File: src/rtl/buzzer_sequencer_if.sv
// Request/config/tone bus between the UI controller and buzzer_sequencer.
interface buzzer_sequencer_if #(
    parameter int unsigned NUM_CH = 4,
    parameter int unsigned TONE_W = 16,
    parameter int unsigned DUR_W  = 27,
    parameter int unsigned REP_W  = 4
);
    localparam int unsigned CH_W = (NUM_CH > 1) ? $clog2(NUM_CH) : 1;

    logic [NUM_CH-1:0]        req;
    logic                     cancel;
    logic [NUM_CH*TONE_W-1:0] cfg_half_period;
    logic [NUM_CH*DUR_W-1:0]  cfg_on_time;
    logic [NUM_CH*DUR_W-1:0]  cfg_off_time;
    logic [NUM_CH*REP_W-1:0]  cfg_repeat;
    logic                     buzzer;
    logic                     busy;
    logic [CH_W-1:0]          active_ch;
    logic                     done;

    modport master (
        output req, cancel, cfg_half_period, cfg_on_time, cfg_off_time, cfg_repeat,
        input  buzzer, busy, active_ch, done
    );

    modport slave (
        input  req, cancel, cfg_half_period, cfg_on_time, cfg_off_time, cfg_repeat,
        output buzzer, busy, active_ch, done
    );
endinterface

File: src/rtl/buzzer_sequencer.sv
// Multi-channel fixed-priority beep sequencer driving a piezo square wave.
// Define BUZZER_PREEMPT_EN to let a higher-priority request abort the playing pattern.
module buzzer_sequencer #(
    parameter int unsigned NUM_CH = 4,
    parameter int unsigned TONE_W = 16,
    parameter int unsigned DUR_W  = 27,
    parameter int unsigned REP_W  = 4
) (
    input  logic clk,
    input  logic reset,
    buzzer_sequencer_if.slave bus
);
    localparam int unsigned CH_W = (NUM_CH > 1) ? $clog2(NUM_CH) : 1;

    typedef enum logic [1:0] {ST_IDLE, ST_ON, ST_GAP} state_t;

    state_t             state;
    logic [NUM_CH-1:0]  pending;
    logic [TONE_W-1:0]  hp_q, tone_cnt;
    logic [DUR_W-1:0]   on_q, off_q, dur_cnt;
    logic [REP_W-1:0]   rep_q, burst_cnt;

    logic [NUM_CH-1:0]  cand_c;
    logic               win_vld_c;
    logic [CH_W-1:0]    win_idx_c;
    logic [TONE_W-1:0]  win_hp_c;
    logic [DUR_W-1:0]   win_on_c, win_off_c;
    logic [REP_W-1:0]   win_rep_c;
    logic               preempt_c;
    logic               grant_c;

    // Lowest-index candidate wins; its config is clamped before latching.
    always_comb begin
        cand_c    = pending | bus.req;
        win_vld_c = |cand_c;
        win_idx_c = '0;
        for (int i = NUM_CH - 1; i >= 0; i--) begin
            if (cand_c[i]) win_idx_c = CH_W'(i);
        end
        win_hp_c  = bus.cfg_half_period[win_idx_c * TONE_W +: TONE_W];
        win_on_c  = bus.cfg_on_time[win_idx_c * DUR_W +: DUR_W];
        win_off_c = bus.cfg_off_time[win_idx_c * DUR_W +: DUR_W];
        win_rep_c = bus.cfg_repeat[win_idx_c * REP_W +: REP_W];
        if (win_hp_c < TONE_W'(2)) win_hp_c = TONE_W'(2);
        if (win_on_c == '0)        win_on_c = DUR_W'(1);
        if (win_rep_c == '0)       win_rep_c = REP_W'(1);
    end

`ifdef BUZZER_PREEMPT_EN
    assign preempt_c = (state != ST_IDLE) && win_vld_c && (win_idx_c < bus.active_ch);
`else
    assign preempt_c = 1'b0;
`endif

    assign grant_c = ((state == ST_IDLE) && win_vld_c) || preempt_c;

    always_ff @(posedge clk) begin
        if (reset) begin
            state         <= ST_IDLE;
            pending       <= '0;
            hp_q          <= '0;
            on_q          <= '0;
            off_q         <= '0;
            rep_q         <= '0;
            tone_cnt      <= '0;
            dur_cnt       <= '0;
            burst_cnt     <= '0;
            bus.buzzer    <= 1'b0;
            bus.busy      <= 1'b0;
            bus.active_ch <= '0;
            bus.done      <= 1'b0;
        end else begin
            bus.done <= 1'b0;
            pending  <= pending | bus.req;
            if (bus.cancel) begin
                state      <= ST_IDLE;
                pending    <= '0;
                tone_cnt   <= '0;
                dur_cnt    <= '0;
                burst_cnt  <= '0;
                bus.buzzer <= 1'b0;
                bus.busy   <= 1'b0;
            end else if (grant_c) begin
                // An aborted channel goes back into pending and restarts from burst 1.
                pending       <= (cand_c & ~(NUM_CH'(1) << win_idx_c))
                               | (preempt_c ? (NUM_CH'(1) << bus.active_ch) : '0);
                hp_q          <= win_hp_c;
                on_q          <= win_on_c;
                off_q         <= win_off_c;
                rep_q         <= win_rep_c;
                tone_cnt      <= '0;
                dur_cnt       <= '0;
                burst_cnt     <= REP_W'(1);
                state         <= ST_ON;
                bus.busy      <= 1'b1;
                bus.buzzer    <= 1'b0;
                bus.active_ch <= win_idx_c;
            end else begin
                case (state)
                    ST_ON: begin
                        if (tone_cnt == hp_q - TONE_W'(1)) begin
                            tone_cnt   <= '0;
                            bus.buzzer <= ~bus.buzzer;
                        end else begin
                            tone_cnt <= tone_cnt + TONE_W'(1);
                        end
                        if (dur_cnt == on_q - DUR_W'(1)) begin
                            dur_cnt    <= '0;
                            tone_cnt   <= '0;
                            bus.buzzer <= 1'b0;
                            if (burst_cnt < rep_q) begin
                                if (off_q == '0) burst_cnt <= burst_cnt + REP_W'(1);
                                else             state     <= ST_GAP;
                            end else begin
                                state    <= ST_IDLE;
                                bus.busy <= 1'b0;
                                bus.done <= 1'b1;
                            end
                        end else begin
                            dur_cnt <= dur_cnt + DUR_W'(1);
                        end
                    end
                    ST_GAP: begin
                        bus.buzzer <= 1'b0;
                        tone_cnt   <= '0;
                        if (dur_cnt == off_q - DUR_W'(1)) begin
                            dur_cnt   <= '0;
                            burst_cnt <= burst_cnt + REP_W'(1);
                            state     <= ST_ON;
                        end else begin
                            dur_cnt <= dur_cnt + DUR_W'(1);
                        end
                    end
                    default: bus.buzzer <= 1'b0;
                endcase
            end
        end
    end
endmodule

File: src/flat_wrapper.sv
// flat-port wrapper written by rule: the top's interface ports become plain ports
module buzzer_sequencer_flat 
#(
    parameter int unsigned NUM_CH = 4,
    parameter int unsigned TONE_W = 16,
    parameter int unsigned DUR_W  = 27,
    parameter int unsigned REP_W  = 4
)
  (clk, reset, bus_req, bus_cancel, bus_cfg_half_period, bus_cfg_on_time, bus_cfg_off_time, bus_cfg_repeat, bus_buzzer, bus_busy, bus_active_ch, bus_done);
  buzzer_sequencer_if #(.NUM_CH(NUM_CH), .TONE_W(TONE_W), .DUR_W(DUR_W), .REP_W(REP_W)) bus_i ();
  input  logic clk;
  input  logic reset;
  input wire logic [$bits(bus_i.req)-1:0] bus_req;
  input wire logic [$bits(bus_i.cancel)-1:0] bus_cancel;
  input wire logic [$bits(bus_i.cfg_half_period)-1:0] bus_cfg_half_period;
  input wire logic [$bits(bus_i.cfg_on_time)-1:0] bus_cfg_on_time;
  input wire logic [$bits(bus_i.cfg_off_time)-1:0] bus_cfg_off_time;
  input wire logic [$bits(bus_i.cfg_repeat)-1:0] bus_cfg_repeat;
  output wire logic [$bits(bus_i.buzzer)-1:0] bus_buzzer;
  output wire logic [$bits(bus_i.busy)-1:0] bus_busy;
  output wire logic [$bits(bus_i.active_ch)-1:0] bus_active_ch;
  output wire logic [$bits(bus_i.done)-1:0] bus_done;
  assign bus_i.req = bus_req;
  assign bus_i.cancel = bus_cancel;
  assign bus_i.cfg_half_period = bus_cfg_half_period;
  assign bus_i.cfg_on_time = bus_cfg_on_time;
  assign bus_i.cfg_off_time = bus_cfg_off_time;
  assign bus_i.cfg_repeat = bus_cfg_repeat;
  assign bus_buzzer = bus_i.buzzer;
  assign bus_busy = bus_i.busy;
  assign bus_active_ch = bus_i.active_ch;
  assign bus_done = bus_i.done;
  buzzer_sequencer #(.NUM_CH(NUM_CH), .TONE_W(TONE_W), .DUR_W(DUR_W), .REP_W(REP_W)) u_core (.clk(clk), .reset(reset), .bus(bus_i));
endmodule
File: config.mk
export PLATFORM = sky130hd
export DESIGN_NAME = buzzer_sequencer_flat
export DESIGN_NICKNAME = d
export VERILOG_FILES = /design/src/rtl/buzzer_sequencer_if.sv /design/src/rtl/buzzer_sequencer.sv /design/src/flat_wrapper.sv
export SDC_FILE = /design/constraint.sdc
export NUM_CORES = 1
export LEC_CHECK = 0
export CORE_UTILIZATION = 44
export DETAILED_ROUTE_END_ITERATION = 7
export MAX_ROUTING_LAYER = met4
export PLACE_DENSITY = 0.76
export SLEW_MARGIN = 15
export SYNTH_ARGS = -nofsm -noshare
export SYNTH_HDL_FRONTEND = slang
export SYNTH_SLANG_ARGS = --single-unit
File: constraint.sdc
create_clock -name clk -period 3.7 [get_ports clk]
set_input_delay 0.555 -clock clk [delete_from_list [all_inputs] [get_ports clk]]
set_output_delay 0.555 -clock clk [all_outputs]
set_load 0.005 [all_outputs]
# Word-level counts from Yosys, hierarchy flattened
# Cells that the tools add are included.
[word_totals] register_bits=132 word_cells=103
[op_classes] add_sub_neg=6 mul=1 order_cmp=2 n_eq_ne=16 n_shift=5 muxes=31 n_bitwise=7 n_reduce_logical=20
[op_table] op="variable part select 108 x 8 -> 27 bit" count=2
[op_table] op="two-way mux 27 bit" count=3
[op_table] op="variable part select 64 x 7 -> 16 bit" count=1
[op_table] op="== test 27 bit" count=2
[op_table] op="logical NOT 27 bit" count=2
[op_table] op="one-hot mux 27 bit (2 select lines)" count=1
[op_table] op="subtractor 27 x 1 -> 27 bit, second input constant" count=2
[op_table] op="two-way mux 16 bit" count=3
[op_table] op="one-hot mux 16 bit (2 select lines)" count=1
[op_table] op="adder 27 x 1 -> 27 bit, second input constant" count=1
[op_table] op="two-way mux 4 bit" count=6
[op_table] op="adder 16 x 1 -> 16 bit, second input constant" count=1
[op_table] op="== test 16 bit" count=1
[op_table] op="< comparator 16 x 2 -> 1 bit, second input constant" count=1
[op_table] op="two-way mux 2 bit" count=8
[op_table] op="variable part select 16 x 5 -> 4 bit" count=1
[op_table] op="subtractor 16 x 1 -> 16 bit, second input constant" count=1
[op_table] op="inequality test 3 x 1 -> 1 bit, second input constant" count=4
[op_table] op="inequality test 2 x 1 -> 1 bit, second input constant" count=5
[op_table] op="AND reduction 5 bit" count=2
[op_table] op="OR reduction 5 bit" count=2
[op_table] op="one-hot mux 4 bit (2 select lines)" count=1
[op_table] op="AND reduction 4 bit" count=2
[op_table] op="multiplier 2 x 5 -> 7 bit, second input constant" count=1
[op_table] op="other kinds (23)" count=34

# Depth between registers and ports, before layout
# Gate-level depths: netlist of the first run.
[logic_depth] word_depth=9 depth_mapped=14 ltp_nobuf=11

# Worst setup path before layout of the first run
# OpenSTA, ideal clock, no wires.
[synth_timing] kind="register to register" startpoint="reg u_core.off_q[0]" endpoint="reg u_core.burst_cnt[3]" arrival_ps=3612 required_ps=3629 setup_slack_ps=17 stages_incl_launch_ff=14 path_buffers=2 synth_period_minus_slack_ps=3683 cell_sequence="dfxtp_1 > inv_1 > ha_1 > clkbuf_1 > or4b_2 > clkbuf_8 > or4_1 > mux2_2 > mux2i_1 > o22ai_1 > nand4_1 > o32a_1 > or4_1 > a21oi_1"
[synth_between] elab_chain_len=4
[synth_rtl] item="start, declared" line_no="buzzer_sequencer.sv:20" source="logic [DUR_W-1:0] on_q, off_q, dur_cnt;"
[synth_rtl] item="start signal, assigned" line_no="buzzer_sequencer.sv:89" source="off_q <= win_off_c;"
[synth_rtl] item="subtractor 27 x 1 -> 27 bit" line_no="buzzer_sequencer.sv:126" source="if (dur_cnt == off_q - DUR_W'(1)) begin"
[synth_rtl] item="== test 27 bit" line_no="buzzer_sequencer.sv:126"
[synth_rtl] item="inequality test 2 x 1 -> 1 bit (no source line)"
[synth_rtl] item="AND reduction 5 bit (no source line) (*)"
[synth_rtl] item="end signal, assigned" line_no="buzzer_sequencer.sv:112" source="if (off_q == '0) burst_cnt <= burst_cnt + REP_W'(1);"
[synth_rtl] item="end signal, assigned" line_no="buzzer_sequencer.sv:128" source="burst_cnt <= burst_cnt + REP_W'(1);"
[synth_rtl] item="end, declared" line_no="buzzer_sequencer.sv:21" source="logic [REP_W-1:0] rep_q, burst_cnt;"
# Mark *: on every way between the ends. The rest lies on a longest branch, timed or not.
# A chain may end at the register's enable or synchronous reset.

# Worst setup path after layout of the first run
# Ends and elaborated chain as after synthesis.

==> results.cfg, run 1 <==
[run_status]
outcome = finished, violations left
violations = DRC

[detailed_routing]
drt_pass1_iterations = 8
drc_errors = 31
routed_wl_um = 36000
drt_iter0_markers = 1148
via_count = 11300
vias_per_cell = 6.09
postRouteAntennaNets = 0
wl_per_cell_um = 19.4

[floorplanning]
start_util = 0.453
rows = 54
die_w_um = 153
ioPinCount = 308
die-area_um2 = 23400
core_area_um2 = 22100
die_h_um = 153

[pwr]
powerDensity_nw_per_um2 = 339
leakage_nw = 5.32
ir_worst_vdd_mv = 0.316

[layout]
nets = 1877
diodes = 0
mostFrequentLayoutCells = 306 x clkdlybuf4s50_1, 164 x nor2_1, 132 x dfxtp_1
postLayoutCellArea_um2 = 14400
areaGrowthSynthToFinish_pct = 44.3
layout-drive-gt1-share = 0.149
final_common_cell = clkdlybuf4s50_1
instances_no_fill = 1855

[synthesis]
synth-seq-cells = 132
synth-main-ff-cell = dfxtp_1
synth_cell_types = 85
yosys_warnings = 0
synth.cell_area_um2 = 10000
ys_seq_area_frac = 0.264
mappedNetlistNets = 1556
synthArstFlopShare = 0
syn_area_per_cell_um2 = 8.06
synthTopCellsByArea = dfxtp_1 26%, mux2_2 7.1%, nor2_1 6.2%
synth_cells = 1241
synth_edf_count = 0
synth_top_area_share = 0.264
yosys.area.top_type = dfxtp_1

[critical_path]
timing.critical_path.buf_inv = 1
critPathSlowestCell = or4b_2
max_stage_delay_ns = 0.65
startpoint_type = flip-flop
crit_required_ns = 4.06
crit_top_cell = or4_1
crit_fanout = 7
cp-end-kind = flip-flop
crit_family = simple AND/OR/NAND/NOR gates
rrSetupSlack_ns = 0.13
crit_type = flip-flop to flip-flop
crit_arrival_ns = 3.93
path_cells = inv_1 > ha_1 > or4b_2 > or4_1 > mux2_2 > mux2i_1 > o22ai_2 > nand4_1 > o32a_1 > or4_1 > a21oi_1

[global_routing]
grt_use_total = 0.311
grt_pass1_vias = 11000
grt_pass1_wl_um = 56700
grt.overflow.total = 0
grt_max_degree = 58
antenna_found_initial = 0

[timing]
rsz0062_at_grt = false
slew_viol_final = 0
worst_slew_pin_slew_ns = 0.984
fmax_mhz = 280
period_needed_ns = 3.57
setup_violations = 0
hold_violations = 0
maxSlewHeadroom = 0.342
final.setup_skew_ns = 0.0108
fin_crit_sh = 0.965

[worst_hold_path]
holdCritPathClass = flip-flop to flip-flop

[cts]
hold_buffers = 0
cts_buffers = 17
cts.sinks = 132
cts_root_buf = clkbuf_16
clk_pin_slew_ns = 0.07
worstSkewPairLatency_ns = 0.43
cts.path.max_buffers = 2
cts_tree = yes
htree_num_levels = 4

[placed_design]
dp_hpwl_um = 28500
place.port_buffers = 307
finalWeightedCongestion = 0.996
place_area_um2 = 13800
dp.cells = 1822

[flow_run]
drv_cap = 0
-- metal layers --
metal,part of all wire,GRT usage
met5,0,-
met3,0.070,0.0581
met1,0.41,0.371
met4,0.026,0.105
met2,0.50,0.526
-- report_power, final --
part / leakage [nW] / internal [W] / switching [W]
registers: 1.08 / 0.00150 / 0.000116
logic: 3.96 / 0.000862 / 0.000761
clock network: 0.278 / 0.000961 / 0.000697
-- logic make-up (layout without fill, tap and decap cells) --
group | count (synthesis) | in the layout | share of synthesized area
buffers and inverters | 123 | 457 | 0.0505
adders and majority gates | 12 | 12 | 0.0150
DFF | 132 | 132 | 0.264
and+or+nand+nor | 474 | 474 | 0.242
AOI/OAI and AO/OA | 301 | 301 | 0.235
xor gates and xnor gates | 113 | 113 | 0.0989
muxes | 86 | 86 | 0.0939
-- cells in the mapped netlist, drive strengths merged, types with 4 or more instances --
library cell  number
a2111oi            6
a211o              5
a211oi            54
a21o               7
a21oi             31
a222oi            54
a22o              17
a22oi             11
a2bb2oi            4
a31oi             11
a32o               7
and2               7
and3              14
and4               6
buf               16
clkbuf            79
dfxtp            132
ha                12
inv               26
mux2              63
mux2i             23
nand2             67
nand2b             6
nand3             39
nand3b             7
nand4             31
nor2             166
nor2b              7
nor3              33
nor3b              4
nor4              28
nor4b              6
o2111ai            6
o211ai             5
o21ai             31
o22a               4
o22ai             10
o31ai              8
or2               10
or3               15
or4               18
or4b               5
xnor2             52
xor2              61
-- worst paths after layout --
check,start,end,depth (start not counted)
max,u_core.off_q[0],u_core.burst_cnt[3],11
min,u_core.bus.active_ch[1],u_core.bus.active_ch[1],2
max reg2reg,u_core.off_q[0],u_core.burst_cnt[3],11
min reg2reg,u_core.bus.active_ch[1],u_core.bus.active_ch[1],2
-- area by class of cell --
cell class	count	area (µm²)
Tap cell	280	350
Multi-Input combinational cell	986	6960
Clock inverter	14	141
Sequential cell	132	2640
Inverter	27	101
Fill cell	1894	7650
Timing Repair Buffer	398	3810
Clock buffer	18	439
-- tightest hold or removal path, stage by stage (launching register included) --
cell,delay (ns)
dfxtp_1,0.31
nand2_1,0.05
a21oi_1,0.05
-- what timing repair did --
action	4_1_cts	5_1_grt
buffers inserted	0	1
resized for setup	0	11
endpoints found under the setup margin	0	34
-- state kept, by name (all words and copies together), names as in the netlist, 4 cells and up --
name and flops:
u_core.burst_cnt 4, u_core.dur_cnt 27, u_core.hp_q 16, u_core.off_q 27, u_core.on_q 27, u_core.pending 4
u_core.rep_q 4, u_core.tone_cnt 16
-- stage by stage --
step	setup slack, ns	hold slack [ns]	power, W	util	setup TNS (ns)
6_report	0.130	0.460	0.00490	0.654	0
5_1_grt	0.00567	0.491	0.00511	0.654	0
4_1_cts	0.0404	0.468	0.00488	0.650	0
3_5_place_dp	-0.212	0.459	0.00322	0.624	-2.90
3_3_place_gp	-0.0305	0.454	0.00319	0.624	-0.0837
2_1_floorplan	0.0175	0.453	0.00252	-	0
No activity file was read; power rests on OpenSTA's default activity.
==> inputs of run 2 (changes only) <==
--- a/config.mk
+++ b/config.mk
@@ -9,6 +9,7 @@
 export DETAILED_ROUTE_END_ITERATION = 7
 export MAX_ROUTING_LAYER = met4
 export PLACE_DENSITY = 0.76
+export SKIP_LAST_GASP = 1
 export SLEW_MARGIN = 15
 export SYNTH_ARGS = -nofsm -noshare
 export SYNTH_HDL_FRONTEND = slang
==> results of run 2 <==
Same layout as run 1: the final DEF is identical, and so are final timing and power.
